--- src/rtl/cacheline_adaptor_pkg.sv ---
// Shared types for the cache-line adaptor: the address type and the
// line/beat/state types. Optional feature macro: ADAPTOR_EARLY_RESP_EN.
package rv32i_types;
  typedef logic [31:0] addr_t;
endpackage : rv32i_types

package adaptor_types;
  import rv32i_types::*;

  localparam int BEATS  = 4;
  localparam int BEAT_W = 64;

  typedef logic [BEATS*BEAT_W-1:0] line_t;
  typedef logic [BEAT_W-1:0]       burst_t;

  typedef enum logic [1:0] {
    ST_IDLE  = 2'd0,
    ST_READ  = 2'd1,
    ST_WRITE = 2'd2,
    ST_DONE  = 2'd3
  } adaptor_state_e;

  // Select 64-bit beat k out of a 256-bit line.
  function automatic burst_t get_beat(input line_t l, input logic [1:0] k);
    return l[int'(k)*BEAT_W +: BEAT_W];
  endfunction

  // Align a byte address down to the start of its 32-byte line.
  function automatic addr_t line_align(input addr_t a);
    return {a[31:5], 5'b0_0000};
  endfunction
endpackage : adaptor_types

--- src/rtl/cacheline_adaptor_if.sv ---
// Bundle of cache-side and memory-side signals of the cache-line adaptor.
// slave  : the adaptor's view; master : the arbiter/memory environment view.
// Optional feature macro: ADAPTOR_EARLY_RESP_EN (no effect on this file).
interface cacheline_adaptor_if;
  import rv32i_types::*;
  import adaptor_types::*;

  line_t  cache_to_pmem;
  line_t  pmem_to_cache;
  addr_t  cache_address;
  logic   cache_read;
  logic   cache_write;
  logic   cache_resp;
  burst_t burst_i;
  burst_t burst_o;
  addr_t  mem_address;
  logic   mem_read;
  logic   mem_write;
  logic   mem_resp;

  modport slave (
    input  cache_to_pmem, cache_address, cache_read, cache_write,
    input  burst_i, mem_resp,
    output pmem_to_cache, cache_resp, burst_o, mem_address,
    output mem_read, mem_write
  );

  modport master (
    output cache_to_pmem, cache_address, cache_read, cache_write,
    output burst_i, mem_resp,
    input  pmem_to_cache, cache_resp, burst_o, mem_address,
    input  mem_read, mem_write
  );
endinterface : cacheline_adaptor_if

--- src/rtl/cacheline_adaptor.sv ---
// Cache-line adaptor: converts one 256-bit line request into a 4-beat
// 64-bit memory burst (read assembly / write disassembly).
// Optional feature macro: ADAPTOR_EARLY_RESP_EN -- respond combinationally
// in the cycle of the final beat and skip the DONE state.
module cacheline_adaptor
  import rv32i_types::*;
  import adaptor_types::*;
(
  input  logic                clk,
  input  logic                rst,
  cacheline_adaptor_if.slave  bus
);

  adaptor_state_e r_state;
  logic [1:0]     r_k;
  line_t          r_wr_line;
  line_t          r_rd_line;
  addr_t          r_mem_address;
  logic           r_mem_read;
  logic           r_mem_write;
`ifndef ADAPTOR_EARLY_RESP_EN
  logic           r_cache_resp;
`endif

  logic w_busy;
  logic w_last_beat;

  assign w_busy      = (r_state == ST_READ) || (r_state == ST_WRITE);
  assign w_last_beat = w_busy && bus.mem_resp && (r_k == 2'd3);

  // Main FSM: request capture, beat counting, line assembly and response.
  always_ff @(posedge clk) begin
    if (rst) begin
      r_state       <= ST_IDLE;
      r_k           <= 2'd0;
      r_wr_line     <= '0;
      r_rd_line     <= '0;
      r_mem_address <= 32'h0000_0000;
      r_mem_read    <= 1'b0;
      r_mem_write   <= 1'b0;
`ifndef ADAPTOR_EARLY_RESP_EN
      r_cache_resp  <= 1'b0;
`endif
    end else begin
      case (r_state)
        ST_IDLE: begin
`ifndef ADAPTOR_EARLY_RESP_EN
          r_cache_resp <= 1'b0;
`endif
          r_k <= 2'd0;
          if (bus.cache_write) begin
            // Write wins when both strobes are high.
            r_wr_line     <= bus.cache_to_pmem;
            r_mem_address <= line_align(bus.cache_address);
            r_mem_write   <= 1'b1;
            r_state       <= ST_WRITE;
          end else if (bus.cache_read) begin
            r_mem_address <= line_align(bus.cache_address);
            r_mem_read    <= 1'b1;
            r_state       <= ST_READ;
          end else begin
            r_state <= ST_IDLE;
          end
        end

        ST_READ: begin
          if (bus.mem_resp) begin
            r_rd_line[int'(r_k)*BEAT_W +: BEAT_W] <= bus.burst_i;
            r_k <= r_k + 2'd1;
            if (r_k == 2'd3) begin
              r_mem_read <= 1'b0;
`ifdef ADAPTOR_EARLY_RESP_EN
              r_state    <= ST_IDLE;
`else
              r_cache_resp <= 1'b1;
              r_state      <= ST_DONE;
`endif
            end else begin
              r_state <= ST_READ;
            end
          end else begin
            r_state <= ST_READ;
          end
        end

        ST_WRITE: begin
          if (bus.mem_resp) begin
            r_k <= r_k + 2'd1;
            if (r_k == 2'd3) begin
              r_mem_write <= 1'b0;
`ifdef ADAPTOR_EARLY_RESP_EN
              r_state     <= ST_IDLE;
`else
              r_cache_resp <= 1'b1;
              r_state      <= ST_DONE;
`endif
            end else begin
              r_state <= ST_WRITE;
            end
          end else begin
            r_state <= ST_WRITE;
          end
        end

        ST_DONE: begin
`ifndef ADAPTOR_EARLY_RESP_EN
          r_cache_resp <= 1'b0;
`endif
          r_state <= ST_IDLE;
        end

        default: begin
          r_state     <= ST_IDLE;
          r_k         <= 2'd0;
          r_mem_read  <= 1'b0;
          r_mem_write <= 1'b0;
`ifndef ADAPTOR_EARLY_RESP_EN
          r_cache_resp <= 1'b0;
`endif
        end
      endcase
    end
  end

  assign bus.mem_address = r_mem_address;
  assign bus.mem_read    = r_mem_read;
  assign bus.mem_write   = r_mem_write;
  assign bus.burst_o     = get_beat(r_wr_line, r_k);

`ifdef ADAPTOR_EARLY_RESP_EN
  // The final read beat bypasses the buffer so the line is complete this cycle.
  assign bus.cache_resp    = w_last_beat;
  assign bus.pmem_to_cache = (w_last_beat && (r_state == ST_READ)) ?
                             {bus.burst_i, r_rd_line[3*BEAT_W-1:0]} : r_rd_line;
`else
  assign bus.cache_resp    = r_cache_resp;
  assign bus.pmem_to_cache = r_rd_line;
`endif

endmodule : cacheline_adaptor

--- src/flat_wrapper.sv ---
// flat-port wrapper written by rule: the top's interface ports become plain ports
module cacheline_adaptor_flat import rv32i_types::*; import adaptor_types::*;
  (clk, rst, bus_cache_to_pmem, bus_cache_address, bus_cache_read, bus_cache_write, bus_burst_i, bus_mem_resp, bus_pmem_to_cache, bus_cache_resp, bus_burst_o, bus_mem_address, bus_mem_read, bus_mem_write);
  cacheline_adaptor_if bus_i ();
  input  logic clk;
  input  logic rst;
  input wire logic [$bits(bus_i.cache_to_pmem)-1:0] bus_cache_to_pmem;
  input wire logic [$bits(bus_i.cache_address)-1:0] bus_cache_address;
  input wire logic [$bits(bus_i.cache_read)-1:0] bus_cache_read;
  input wire logic [$bits(bus_i.cache_write)-1:0] bus_cache_write;
  input wire logic [$bits(bus_i.burst_i)-1:0] bus_burst_i;
  input wire logic [$bits(bus_i.mem_resp)-1:0] bus_mem_resp;
  output wire logic [$bits(bus_i.pmem_to_cache)-1:0] bus_pmem_to_cache;
  output wire logic [$bits(bus_i.cache_resp)-1:0] bus_cache_resp;
  output wire logic [$bits(bus_i.burst_o)-1:0] bus_burst_o;
  output wire logic [$bits(bus_i.mem_address)-1:0] bus_mem_address;
  output wire logic [$bits(bus_i.mem_read)-1:0] bus_mem_read;
  output wire logic [$bits(bus_i.mem_write)-1:0] bus_mem_write;
  assign bus_i.cache_to_pmem = bus_cache_to_pmem;
  assign bus_i.cache_address = bus_cache_address;
  assign bus_i.cache_read = bus_cache_read;
  assign bus_i.cache_write = bus_cache_write;
  assign bus_i.burst_i = bus_burst_i;
  assign bus_i.mem_resp = bus_mem_resp;
  assign bus_pmem_to_cache = bus_i.pmem_to_cache;
  assign bus_cache_resp = bus_i.cache_resp;
  assign bus_burst_o = bus_i.burst_o;
  assign bus_mem_address = bus_i.mem_address;
  assign bus_mem_read = bus_i.mem_read;
  assign bus_mem_write = bus_i.mem_write;
  cacheline_adaptor u_core (.clk(clk), .rst(rst), .bus(bus_i));
endmodule
--- config.mk ---
export PLATFORM = sky130hd
export DESIGN_NAME = cacheline_adaptor_flat
export DESIGN_NICKNAME = d
export VERILOG_FILES = /design/src/rtl/cacheline_adaptor_pkg.sv /design/src/rtl/cacheline_adaptor_if.sv /design/src/rtl/cacheline_adaptor.sv /design/src/flat_wrapper.sv
export SDC_FILE = /design/constraint.sdc
export NUM_CORES = 1
export LEC_CHECK = 0
export ABC_AREA = 1
export BUFFER_PORTS_ARGS = -buffer_cell sky130_fd_sc_hd__buf_2
export CAP_MARGIN = 20
export CORE_AREA = 5 5 273 275
export DETAILED_ROUTE_END_ITERATION = 16
export DIE_AREA = 0 0 278 280
export MAX_ROUTING_LAYER = met4
export PLACE_DENSITY = 0.58
export SYNTH_ARGS = -nofsm -noshare
export SYNTH_HDL_FRONTEND = slang
export SYNTH_SLANG_ARGS = --single-unit
--- constraint.sdc ---
create_clock -name clk -period 2 [get_ports clk]
set_input_delay 0.4 -clock clk [delete_from_list [all_inputs] [get_ports clk]]
set_output_delay 0.4 -clock clk [all_outputs]
set_load 0.05 [all_outputs]
### Yosys cells after proc, flatten, opt, wreduce, memory -nomap -nowiden

Cells that the tools add are included.

| word-level totals | value |
|---|---|
| register bits | 551 |
| bits in latches | 0 |
| RAM bits | 0 |
| memory bits (read-only) | 0 |
| bits of input ports | 357 |
| memories | 0 |

| cells by class | value |
|---|---|
| add/sub/neg operators | 2 |
| multiply operators | 0 |
| divide/modulo/power cells | 0 |
| order comparisons | 0 |
| eq/ne operators | 13 |
| shift-type cells | 3 |
| muxes and demuxes | 22 |
| bitwise logic cells | 0 |
| reductions and logical operators | 14 |

Operators with widths:

| kind | count |
|---|---|
| 256-bit bitwise mux | 1 |
| 64-bit by 33-bit variable shift with 256-bit output (first input constant) | 1 |
| 256-bit by 9-bit variable part select with 64-bit output | 1 |
| 64-bit by 33-bit variable part select with 256-bit output | 1 |
| 32-bit 2-to-1 mux | 2 |
| 8-bit negation with 33-bit output | 1 |
| 2-bit inequality test (second input constant) | 7 |
| 1-bit 2-to-1 mux | 10 |
| 2-bit AND reduction | 5 |
| 2-bit 2-to-1 mux | 4 |
| 2-bit case mux with 4 select lines | 1 |
| 2-bit nonzero test | 4 |
| 2-bit == test (second input constant) | 3 |
| 1-bit case mux with 2 select lines | 3 |
| 5-bit AND reduction | 1 |
| 2-bit by 1-bit inequality test with 1-bit output (second input constant) | 2 |
| 2-bit case mux with 2 select lines | 1 |
| 4-bit AND reduction | 1 |
| 2-bit OR reduction | 2 |
| 2-bit by 1-bit adder with 2-bit output (second input constant) | 1 |
| 2-bit by 1-bit == test with 1-bit output (second input constant) | 1 |
| 2-bit logical NOT | 1 |

### Logic depth before layout (Yosys ltp)

Gate-level depths: netlist of run 1.

| depth | value |
|---|---|
| word-level depth | 4 |
| gate-level depth with buffers | 11 |
| mapped depth without buffers | 9 |

### Worst setup path before layout of run 1

OpenSTA, ideal clock, no wires.

| path | value |
|---|---|
| path kind | flip-flop to output port |
| start point | register u_core.r_k[0] |
| end point | output port bus_burst_o[34] |
| arrival time | 1.899 ns |
| required time | 1.600 ns |
| setup slack | -0.299 ns |
| cell stages (with the launch flop) | 6 |
| path buffers | 3 |
| cells stage by stage | dfxtp_1 > buf_4 > buf_2 > clkbuf_1 > nor2_1 > o22ai_1 |

| on the way | value |
|---|---|
| word-level cells in the longest chain between the ends | 1 |

Ends and longest elaborated chain:

| element | line | text |
|---|---|---|
| start, declared | cacheline_adaptor.sv:15 | `logic [1:0] r_k;` |
| start signal, assigned | cacheline_adaptor.sv:69 | `r_k <= r_k + 2'd1;` |
| start signal, assigned | cacheline_adaptor.sv:88 | `r_k <= r_k + 2'd1;` |
| 256-bit by 9-bit variable part select with 64-bit output | cacheline_adaptor_pkg.sv:25 | `return l[int'(k)*BEAT_W +: BEAT_W];` |
| end, declared | flat_wrapper.sv:15 | `output wire logic [$bits(bus_i.burst_o)-1:0] bus_burst_o;` |

Every way passes these cells.

### Final worst setup path of run 1

| path | value |
|---|---|
| start point | register u_core.r_k[0] |
| end point | output port bus_burst_o[47] |

Same word-level chain as after synthesis.

==> results of run 1 <==
logic make-up after synthesis:
kind of cell | Yosys count | synth area share
buffers and inverters | 339 | 0.0666
DFF | 546 | 0.506
adders and majority gates | 11 | 0.00637
and+or+nand+nor | 1187 | 0.216
AOI/OAI and AO/OA | 866 | 0.205
other | 1 | 0.000174
path summary, 6_finish.rpt:
| kind | startpoint | to | slack (ns) | cells after the start |
|---|---|---|---|---|
| setup / recovery | u_core.r_k[0] | bus_burst_o[47] | -0.41 | 6 |
| hold / removal | bus_cache_to_pmem[167] | u_core.r_wr_line[167] | 0.04 | 3 |
| setup reg to reg | u_core.r_k[0] | u_core.bus.pmem_to_cache[194] | -0.17 | 11 |
| hold reg to reg | u_core.bus.pmem_to_cache[80] | u_core.bus.pmem_to_cache[80] | 0.46 | 2 |
synth_stat cells, types with 4 or more instances:
cell,n,share of area
inv_2,4,0.00069
nor2_4,5,0.0026
ha_1,11,0.0064
o22ai_1,64,0.019
clkbuf_1,144,0.025
o21ai_1,18,0.0042
nand2_1,337,0.059
inv_1,81,0.014
buf_4,13,0.0045
nand3_1,133,0.031
buf_2,93,0.022
a21oi_1,260,0.060
o21ai_0,521,0.12
dfxtp_1,546,0.51
nor2_1,707,0.12
through the flow:
step            util  power, W  TNS, ns  instances  hold slack (ns)
6_report       0.428    0.0357   -36.88       4643           0.0416
4_1_cts        0.418    0.0356   -25.52       4602         0.000114
3_3_place_gp   0.374    0.0228        0       4460            0.449
3_5_place_dp   0.374    0.0229        0       4460            0.453
5_1_grt        0.428    0.0373   -66.80       4642           0.0168
2_1_floorplan      -    0.0196    -1.72       2954            0.449
sequential cells by signal, summed over array words and instances, names as in the netlist:
signal / flops
u_core.bus.pmem_to_cache: 256
u_core.r_wr_line: 256
u_core.bus.mem_address: 27
u_core.r_k: 2
u_core.r_state: 2
u_core.bus.cache_resp: 1
u_core.bus.mem_read: 1
u_core.bus.mem_write: 1
layout make-up:
cell class / count / area (um2)
clock inverters: 31 / 373
clock buffers: 77 / 1700
multi-input cells: 2069 / 10000
fillers: 7473 / 41200
well taps: 959 / 1200
flip-flops and latches: 546 / 10900
repair buffers: 861 / 6260
diodes: 13 / 32.5
inverters: 87 / 357
per-layer routing:
| metal | track usage | routed length (um) |
|---|---|---|
| met4 | 0.0595 | 2640 |
| met2 | 0.348 | 42400 |
| met5 | - | 0 |
| met3 | 0.0415 | 6130 |
| met1 | 0.260 | 36700 |
power by group through the flow:
stage	Sequential [W]	Clock [W]	Combinational, W
3_5_place_dp	0.0128	0	0.0101
5_1_grt	0.0127	0.0123	0.0123
4_1_cts	0.0126	0.0119	0.0111
2_1_floorplan	0.0136	0	0.00603
6_report	0.0126	0.0116	0.0115
3_3_place_gp	0.0127	0	0.0101
critical path: cells and delay by family (launching register included):
| family | cells | cell delay (ns) |
|---|---|---|
| AOI/OAI and AO/OA | 2 | 0.22 |
| buffers and inverters | 4 | 0.66 |
| DFF | 1 | 0.47 |
repair_timing:
| action | in CTS | in global routing |
|---|---|---|
| setup buffers | 9 | 13 |
| hold buffers | 16 | 0 |
| endpoints found under the hold margin | 16 | 0 |
| pin swaps | 11 | 47 |
| cloned | 9 | 17 |
| resized for setup | 243 | 107 |
| endpoints found under the setup margin | 64 | 217 |
==> flow_metrics.env, run 1 <==
export IMPL_max_slew_margin=0.555
export IMPL_clkPwrFrac=0.325
export IMPL_crit_chain="buf_16, buf_6, clkbuf_16, o21ai_4, o22ai_2, buf_6"
export IMPL_hold_viol_final=0
export IMPL_avgSynthCellArea_um2=7.32
export IMPL_grt_pass1_wl_mm=127
export IMPL_drv_cap=0
export IMPL_power_leakage_nw=13.8
export IMPL_die_y_um=280
export IMPL_path_class="flip-flop to output port"
export IMPL_max_stage_delay_ns=0.47
export IMPL_synth_warnings=0
export IMPL_core_rowCount=99
export IMPL_violations="negative setup slack"
export IMPL_status="finished, violations left"
export IMPL_pin_count=712
export IMPL_ys_types=24
export IMPL_cpMostUsedCell="buf_6"
export IMPL_die_area_mm2=0.0778
export IMPL_grt_pass1_vias=21203
export IMPL_routed_wl_mm=87.9
export IMPL_worstPathMaxFanout=7
export IMPL_setup_viol=245
export IMPL_final_area_mm2=0.0309
export IMPL_area_growth_pct=42.8
export IMPL_num_vias=22539
export IMPL_synthFlopType="dfxtp_1"
export IMPL_crit_path_start_kind="flip-flop"
export IMPL_worstHoldPathType="primary input to flip-flop"
export IMPL_ys_seq_elements=546
export IMPL_comb_power_share=0.321
export IMPL_p_int_w=0.0229
export IMPL_ir_drop_mv=0.826
export IMPL_pre_cts_slack_ns=0.101
export IMPL_first_pass_iters=5
export IMPL_viasPerCell=4.85
export IMPL_post_drt_wl_per_cell_um=18.9
export IMPL_syn_cell_area_mm2=0.0216
export IMPL_cts_root_buf="clkbuf_16"
export IMPL_slew_viol_final=0
export IMPL_crit_path_top_delay_cell="dfxtp_4"
export IMPL_place_area_mm2=0.0270
export IMPL_clk_pin_slew_ns=0.07
export IMPL_tightestPinTransition_ns=0.667
export IMPL_switching_power_w=0.0128
export IMPL_synth_edf_count=0
export IMPL_drt_iter0_markers=1515
export IMPL_drc=0
export IMPL_fin_nets=3991
export IMPL_fin_skew_ns=0.0125
export IMPL_clock_latency_ns=0.60
export IMPL_rsz0062_at_grt="yes"
export IMPL_hpwlAfterDp_mm=57.5
export IMPL_pwr_density_cell_mw_per_mm2=1160
export IMPL_fin_crit_ns=2.41
export IMPL_htreeDepth=2
export IMPL_cp_data_required_time_ns=1.60
export IMPL_numClockSinks=546
export IMPL_portBuffers=701
export IMPL_overflow=0
export IMPL_clock_fmax_mhz=415
export IMPL_cp_end_kind="output port"
export IMPL_cts_tree="yes"
export IMPL_antenna_found_initial=14
export IMPL_fin_crit_sh=1.20
export IMPL_ys_seq_area_frac=0.506
export IMPL_die_w_um=278
export IMPL_async_reset_ff_frac=0
export IMPL_core_area_mm2=0.0721
export IMPL_clk_path_buf_depth=3
export IMPL_layout_drive_gt1_share=0.299
export IMPL_netlist_instances=2950
export IMPL_final_cell_mix="nor2_1, buf_2, dfxtp_1"
export IMPL_place_gp_congestion=0.864
export IMPL_cp_arrival_ns=2.01
export IMPL_drtAntennaViolNets=0
export IMPL_grt_use_total=0.209
export IMPL_final_common_cell="nor2_1"
export IMPL_cts_buffers=58
export IMPL_setup_ws_ns=-0.407
export IMPL_start_util=0.300
export IMPL_grt_max_degree=134
export IMPL_p_sw_frac=0.360
export IMPL_share_seq_of_total_power=0.354
(Power assumes the default switching activity.)
==> run 2, diff against run 1 <==
--- a/config.mk
+++ b/config.mk
@@ -6,13 +6,13 @@
 export NUM_CORES = 1
 export LEC_CHECK = 0
 export ABC_AREA = 1
-export BUFFER_PORTS_ARGS = -buffer_cell sky130_fd_sc_hd__buf_2
+export BUFFER_PORTS_ARGS = -buffer_cell sky130_fd_sc_hd__buf_4
 export CAP_MARGIN = 20
 export CORE_AREA = 5 5 273 275
 export DETAILED_ROUTE_END_ITERATION = 16
 export DIE_AREA = 0 0 278 280
 export MAX_ROUTING_LAYER = met4
-export PLACE_DENSITY = 0.58
+export PLACE_DENSITY = 0.56
 export SYNTH_ARGS = -nofsm -noshare
 export SYNTH_HDL_FRONTEND = slang
 export SYNTH_SLANG_ARGS = --single-unit
==> constraint.sdc (replaced) <==
create_clock -name clk -period 2.9 [get_ports clk]
set_input_delay 0.58 -clock clk [delete_from_list [all_inputs] [get_ports clk]]
set_output_delay 0.58 -clock clk [all_outputs]
set_load 0.05 [all_outputs]
==> run 2 against run 1 <==
- the run now ends clean
- first-iteration DRC count shrank 8.4%
- critical endpoint is now bus_burst_o[27]
- cell count shrank 2.2%
- power shrank 33%
- clock power shrank 28%
- clock skew grew 0.0021 ns
- critical path type unchanged
- largest cell class unchanged
- wire length shrank 0.94%
- register-to-register slack gained 0.69 ns
- flip-flop and latch count is the same
- non-clock buffer count shrank 107
==> flow_metrics.env, run 2 (synthesis results as in run 1) <==
export IMPL_critical_path_top_delay_family="compound AO/OA/AOI/OAI gates"
export IMPL_clk_path_buf_depth=3
export IMPL_worstPathMaxFanout=33
export IMPL_num_vias=21880
export IMPL_grt_pass1_vias=20787
export IMPL_cp_arrival_ns=2.17
export IMPL_path_buf_inv=3
export IMPL_die_y_um=280
export IMPL_reg2reg_to="u_core.bus.pmem_to_cache[48]"
export IMPL_grt_pass1_wl_mm=127
export IMPL_power_leakage_nw=13.1
export IMPL_crit_chain="inv_4, buf_16, o21ai_0, o22ai_1, buf_4"
export IMPL_clkPwrFrac=0.350
export IMPL_ctsHoldBuffers=0
export IMPL_setup_viol=0
export IMPL_tightestPinTransition_ns=0.844
export IMPL_hold_viol_final=0
export IMPL_clock_latency_ns=0.59
export IMPL_cts_tree="yes"
export IMPL_drt_iter0_markers=1387
export IMPL_ir_drop_mv=0.444
export IMPL_worstHoldPathCells=3
export IMPL_status="finished clean"
export IMPL_routed_wl_mm=87.1
export IMPL_htreeDepth=3
export IMPL_multi_input_area_mm2=0.00928
export IMPL_fin_skew_ns=0.0146
export IMPL_final_cell_mix="buf_4, nor2_1, dfxtp_1"
export IMPL_die_w_um=278
export IMPL_clock_fmax_mhz=363
export IMPL_dp_cells=4411
export IMPL_setup_ws_ns=0.147
export IMPL_cts_root_buf="clkbuf_16"
export IMPL_min_from="bus_cache_to_pmem[251]"
export IMPL_final_seq_area_mm2=0.0109
export IMPL_ff2ff_path_depth=8
export IMPL_cp_depth=5
export IMPL_fin_crit_ns=2.75
export IMPL_drc=0
export IMPL_pin_count=712
export IMPL_clk_pin_slew_ns=0.06
export IMPL_share_seq_of_total_power=0.362
export IMPL_core_area_mm2=0.0721
export IMPL_layout_drive_gt1_share=0.244
export IMPL_cts_buffers=66
export IMPL_fin_crit_sh=0.949
export IMPL_reg2reg_from="u_core.r_k[0]"
export IMPL_start_util=0.300
export IMPL_viasPerCell=4.82
export IMPL_comb_power_share=0.288
export IMPL_switching_power_w=0.00858
export IMPL_hold_worst_slack_ns=0.228
export IMPL_p_sw_frac=0.358
export IMPL_slew_viol_final=0
export IMPL_pre_cts_slack_ns=0.469
export IMPL_first_pass_iters=7
export IMPL_cp_data_required_time_ns=2.32
export IMPL_portBuffers=701
export IMPL_numClockSinks=546
export IMPL_p_int_w=0.0154
export IMPL_min_to="u_core.r_wr_line[251]"
export IMPL_max_slew_margin=0.437
export IMPL_hpwlAfterDp_mm=58.6
export IMPL_layout_cells_non_filler=4543
export IMPL_die_area_mm2=0.0778
export IMPL_drtAntennaViolNets=0
export IMPL_cp_end_kind="output port"
export IMPL_fin_nets=3892
export IMPL_antenna_found_initial=10
export IMPL_max_stage_delay_ns=0.51
export IMPL_nFillCells=7604
export IMPL_worstHoldPathType="primary input to flip-flop"
export IMPL_drv_cap=0
export IMPL_area_growth_pct=38.9
export IMPL_pwr_density_cell_mw_per_mm2=800
export IMPL_crit_path_start_kind="flip-flop"
export IMPL_rrSetupSlack_ns=0.52
export IMPL_overflow=0
export IMPL_utilization=0.416
export IMPL_post_drt_wl_per_cell_um=19.2
export IMPL_final_common_cell="buf_4"
export IMPL_crit_path_top_delay_cell="dfxtp_4"
export IMPL_core_rowCount=99
export IMPL_grt_max_degree=134
export IMPL_path_class="flip-flop to output port"
export IMPL_setup_tns_ns=0
export IMPL_rsz0062_at_grt="no"
export IMPL_place_gp_congestion=0.836
export IMPL_grt_use_total=0.214
-- run 2: cell types whose count changed in the layout (fill, tap and decap cells not counted), moves of 17 or more --
| cell | before | now |
|---|---|---|
| o22ai_2 | 59 | 0 |
| nor2_2 | 17 | 0 |
| buf_12 | 44 | 20 |
| o21ai_0 | 420 | 521 |
| o22ai_1 | 0 | 64 |
| o21ai_1 | 82 | 18 |
| o21ai_2 | 30 | 1 |
| buf_4 | 59 | 726 |
| buf_2 | 636 | 0 |
| buf_6 | 77 | 2 |
| nor2_1 | 688 | 706 |
-- run 2: final cells by class --
class	instances	share of cell area
multi-input cells	2069	0.309
clock inverters	16	0.00780
inverters	87	0.0115
flip-flops and latches	546	0.365
diodes	11	0.000918
well taps	959	0.0400
repair buffers	754	0.201
clock buffers	101	0.0652
-- run 2: worst max-delay path by stage --
stage                     slack (ns)               to           from
after detailed placement        0.47   bus_burst_o[7]  u_core.r_k[0]
after global placement          0.46   bus_burst_o[7]  u_core.r_k[0]
after floorplan                 0.42  bus_burst_o[34]  u_core.r_k[0]
final                           0.15  bus_burst_o[27]  u_core.r_k[0]
after global routing           0.004  bus_burst_o[37]  u_core.r_k[0]
after CTS                       0.01   bus_burst_o[7]  u_core.r_k[0]
-- run 2: power by group through the flow --
stage	Clock [W]	Combinational [W]	Sequential, W
2_1_floorplan	0	0.00387	0.00935
3_3_place_gp	0	0.00681	0.00882
3_5_place_dp	0	0.00682	0.00884
4_1_cts	0.00859	0.00697	0.00868
5_1_grt	0.00889	0.00750	0.00876
6_report	0.00839	0.00692	0.00868
-- run 2: layer usage --
| layer | GRT usage | up-vias | part of all wire |
|---|---|---|---|
| met5 | - | - | 0 |
| met4 | 0.0852 | 0 | 0.036 |
| met3 | 0.0552 | 150 | 0.077 |
| met2 | 0.347 | 762 | 0.47 |
| met1 | 0.257 | 10080 | 0.42 |
| li1 | - | 10888 | - |
-- run 2: stage by stage --
step                      total power (W)  instance area, um2
final                              0.0240               30000
after CTS                          0.0242               30000
after global placement             0.0156               27700
after global routing               0.0252               30000
after floorplan                    0.0132               21600
after detailed placement           0.0157               27700
-- run 2: repair_timing --
action / CTS / global route
pin swaps: 1 / 1
endpoints found under the setup margin: 41 / 2
setup buffers: 1 / 0
gates cloned: 2 / 0
gates resized for setup: 7 / 1
-- run 2: tightest hold or removal path, delay by kind of cell --
family / cells / cell delay (ns)
compound gates: 1 / 0.05
buf+inv: 1 / 0.08
simple gates: 1 / 0.07
==> run 3, diff against run 2 <==
--- a/config.mk
+++ b/config.mk
@@ -6,13 +6,15 @@
 export NUM_CORES = 1
 export LEC_CHECK = 0
 export ABC_AREA = 1
-export BUFFER_PORTS_ARGS = -buffer_cell sky130_fd_sc_hd__buf_4
 export CAP_MARGIN = 20
-export CORE_AREA = 5 5 273 275
+export CELL_PAD_IN_SITES_DETAIL_PLACEMENT = 0
+export CELL_PAD_IN_SITES_GLOBAL_PLACEMENT = 1
+export CORE_AREA = 5 5 275 277
 export DETAILED_ROUTE_END_ITERATION = 16
-export DIE_AREA = 0 0 278 280
+export DIE_AREA = 0 0 280 282
+export DONT_BUFFER_PORTS = 1
 export MAX_ROUTING_LAYER = met4
-export PLACE_DENSITY = 0.56
+export PLACE_DENSITY = 0.61
 export SYNTH_ARGS = -nofsm -noshare
 export SYNTH_HDL_FRONTEND = slang
 export SYNTH_SLANG_ARGS = --single-unit
==> run 3 against run 2 <==
- clock power grew 0.7%
- cell area shrank 16%
- critical path type unchanged
- non-clock buffer count shrank 640
- maximum frequency shrank 3.8%
- power shrank 3.1%
- sequential share of layout area grew 6.8 points
==> flow_metrics.env, run 3 (synthesis results as in run 1) <==
export IMPL_status="finished clean"
export IMPL_ir_drop_mv=0.582
export IMPL_grt_use_total=0.201
export IMPL_core_area_mm2=0.0726
export IMPL_worstPathMaxFanout=94
export IMPL_pwr_density_cell_mw_per_mm2=920
export IMPL_cts_tree="yes"
export IMPL_die_area_mm2=0.0790
export IMPL_cts_buffers=66
export IMPL_reg2reg_to="u_core.bus.pmem_to_cache[223]"
export IMPL_fin_skew_ns=0.0205
export IMPL_min_from="rst"
export IMPL_htreeDepth=3
export IMPL_multi_input_area_mm2=0.00929
export IMPL_crit_path_start_kind="flip-flop"
export IMPL_topRoutingLayerUsed="met4"
export IMPL_max_slew_margin=0.445
export IMPL_pin_count=712
export IMPL_setup_ws_ns=0.0384
export IMPL_clock_latency_ns=0.60
export IMPL_drv_cap=0
export IMPL_hold_worst_slack_ns=0.0655
export IMPL_finalPower_w=0.0232
export IMPL_met3WireLength_mm=8.96
export IMPL_routed_wl_mm=83.4
export IMPL_fin_crit_sh=0.987
export IMPL_final_cell_mix="nor2_1, dfxtp_1, o21ai_0"
export IMPL_num_vias=19716
export IMPL_drc=0
export IMPL_start_util=0.298
export IMPL_final_seq_area_mm2=0.0109
export IMPL_overflow=0
export IMPL_drt_iter0_markers=1400
export IMPL_nFillCells=7866
export IMPL_layout_drive_gt1_share=0.0831
export IMPL_wl_met2_mm=39.8
export IMPL_cp_end_kind="output port"
export IMPL_grt_pass1_wl_mm=120
export IMPL_power_leakage_nw=9.89
export IMPL_fin_nets=3252
export IMPL_rrSetupSlack_ns=0.67
export IMPL_reg2reg_from="u_core.r_k[0]"
export IMPL_ff2ff_path_depth=8
export IMPL_area_growth_pct=17.0
export IMPL_fin_crit_ns=2.86
export IMPL_path_class="flip-flop to output port"
export IMPL_tightestPinTransition_ns=0.833
export IMPL_slew_viol_final=0
export IMPL_portBuffers=0
export IMPL_antenna_found_initial=41
export IMPL_wl_met1_mm=31.8
export IMPL_ctsHoldBuffers=0
export IMPL_die_w_um=280
export IMPL_place_gp_congestion=0.897
export IMPL_worstSetupStartpoint="u_core.r_k[0]"
export IMPL_cts_root_buf="clkbuf_16"
export IMPL_grt_pass1_vias=18880
export IMPL_pre_cts_slack_ns=0.625
export IMPL_cp_data_required_time_ns=2.32
export IMPL_clk_pin_slew_ns=0.06
export IMPL_critPathCapture="bus_burst_o[4]"
export IMPL_core_rowCount=99
export IMPL_setup_tns_ns=0
export IMPL_die_y_um=282
export IMPL_cp_arrival_ns=2.28
export IMPL_clock_fmax_mhz=349
export IMPL_clk_path_buf_depth=3
export IMPL_rsz0062_at_grt="yes"
export IMPL_numClockSinks=546
export IMPL_grt_max_degree=162
export IMPL_post_drt_wl_per_cell_um=21.2
export IMPL_drtAntennaViolNets=0
export IMPL_hold_viol_final=0
export IMPL_setup_viol=0
export IMPL_first_pass_iters=6
export IMPL_final_common_cell="nor2_1"
export IMPL_hpwlAfterDp_mm=56.6
export IMPL_viasPerCell=5.01
export IMPL_worstHoldPathType="primary input to flip-flop"
-- run 3: changes by cell type in the layout (fill, tap and decap cells not counted), moves of 5 or more --
cell	change
buf_4	-636
clkbuf_1	-6
clkbuf_8	+7
clkinv_2	+5
diode_2	+31
-- run 3: area by class of cell --
class,count,share of cell area
Inverter,87,0.0135
Antenna cell,42,0.00416
Tap cell,959,0.0475
Timing Repair Buffer,114,0.0459
Sequential cell,546,0.433
Clock inverter,19,0.00896
Clock buffer,101,0.0794
Multi-Input combinational cell,2069,0.368
-- run 3: per-layer routing --
layer  vias up  track usage
li1       9675            -
met1      9168        0.219
met2       729        0.325
met3       144       0.0866
met4         0       0.0795
met5         -            -
-- run 3: repair_timing --
item                                    in CTS  in global routing
gates resized for setup                      0                  6
endpoints found under the setup margin       0                 13
buffers inserted                             0                  0
-- run 3: how the worst min path moves through the flow --
stage	depth (start not counted)	endpoint	slack, ns
final	1	u_core.bus.pmem_to_cache[89]	0.07
after global routing	1	u_core.bus.pmem_to_cache[80]	0.03
after CTS	1	u_core.bus.pmem_to_cache[218]	0.02
after detailed placement	2	u_core.r_wr_line[186]	0.47
after global placement	2	u_core.r_wr_line[159]	0.46
after floorplan	2	u_core.r_wr_line[128]	0.45
-- run 3: power breakdown --
| part | switching, W | internal, W | leakage [nW] |
|---|---|---|---|
| clock network | 0.00338 | 0.00507 | 1.10 |
| registers | 0.00108 | 0.00827 | 4.47 |
| logic | 0.00389 | 0.00154 | 4.32 |
| total | 0.00835 | 0.0149 | 9.89 |
-- run 3: per-stage QoR --
| stage | utilization | cell area (um2) | std cells |
|---|---|---|---|
| global route | 0.348 | 25300 | 3935 |
| finish | 0.348 | 25300 | 3937 |
| detailed placement | 0.315 | 22900 | 3774 |
| global placement | 0.315 | 22900 | 3774 |
| CTS | 0.346 | 25100 | 3894 |
| floorplan | - | 21600 | 2954 |
-- run 3: critical path: stages (launching register included) --
cell and delay, ns:
dfxtp_4 0.40, buf_12 0.32, o21ai_0 0.17, o22ai_1 0.37, buf_4 0.28
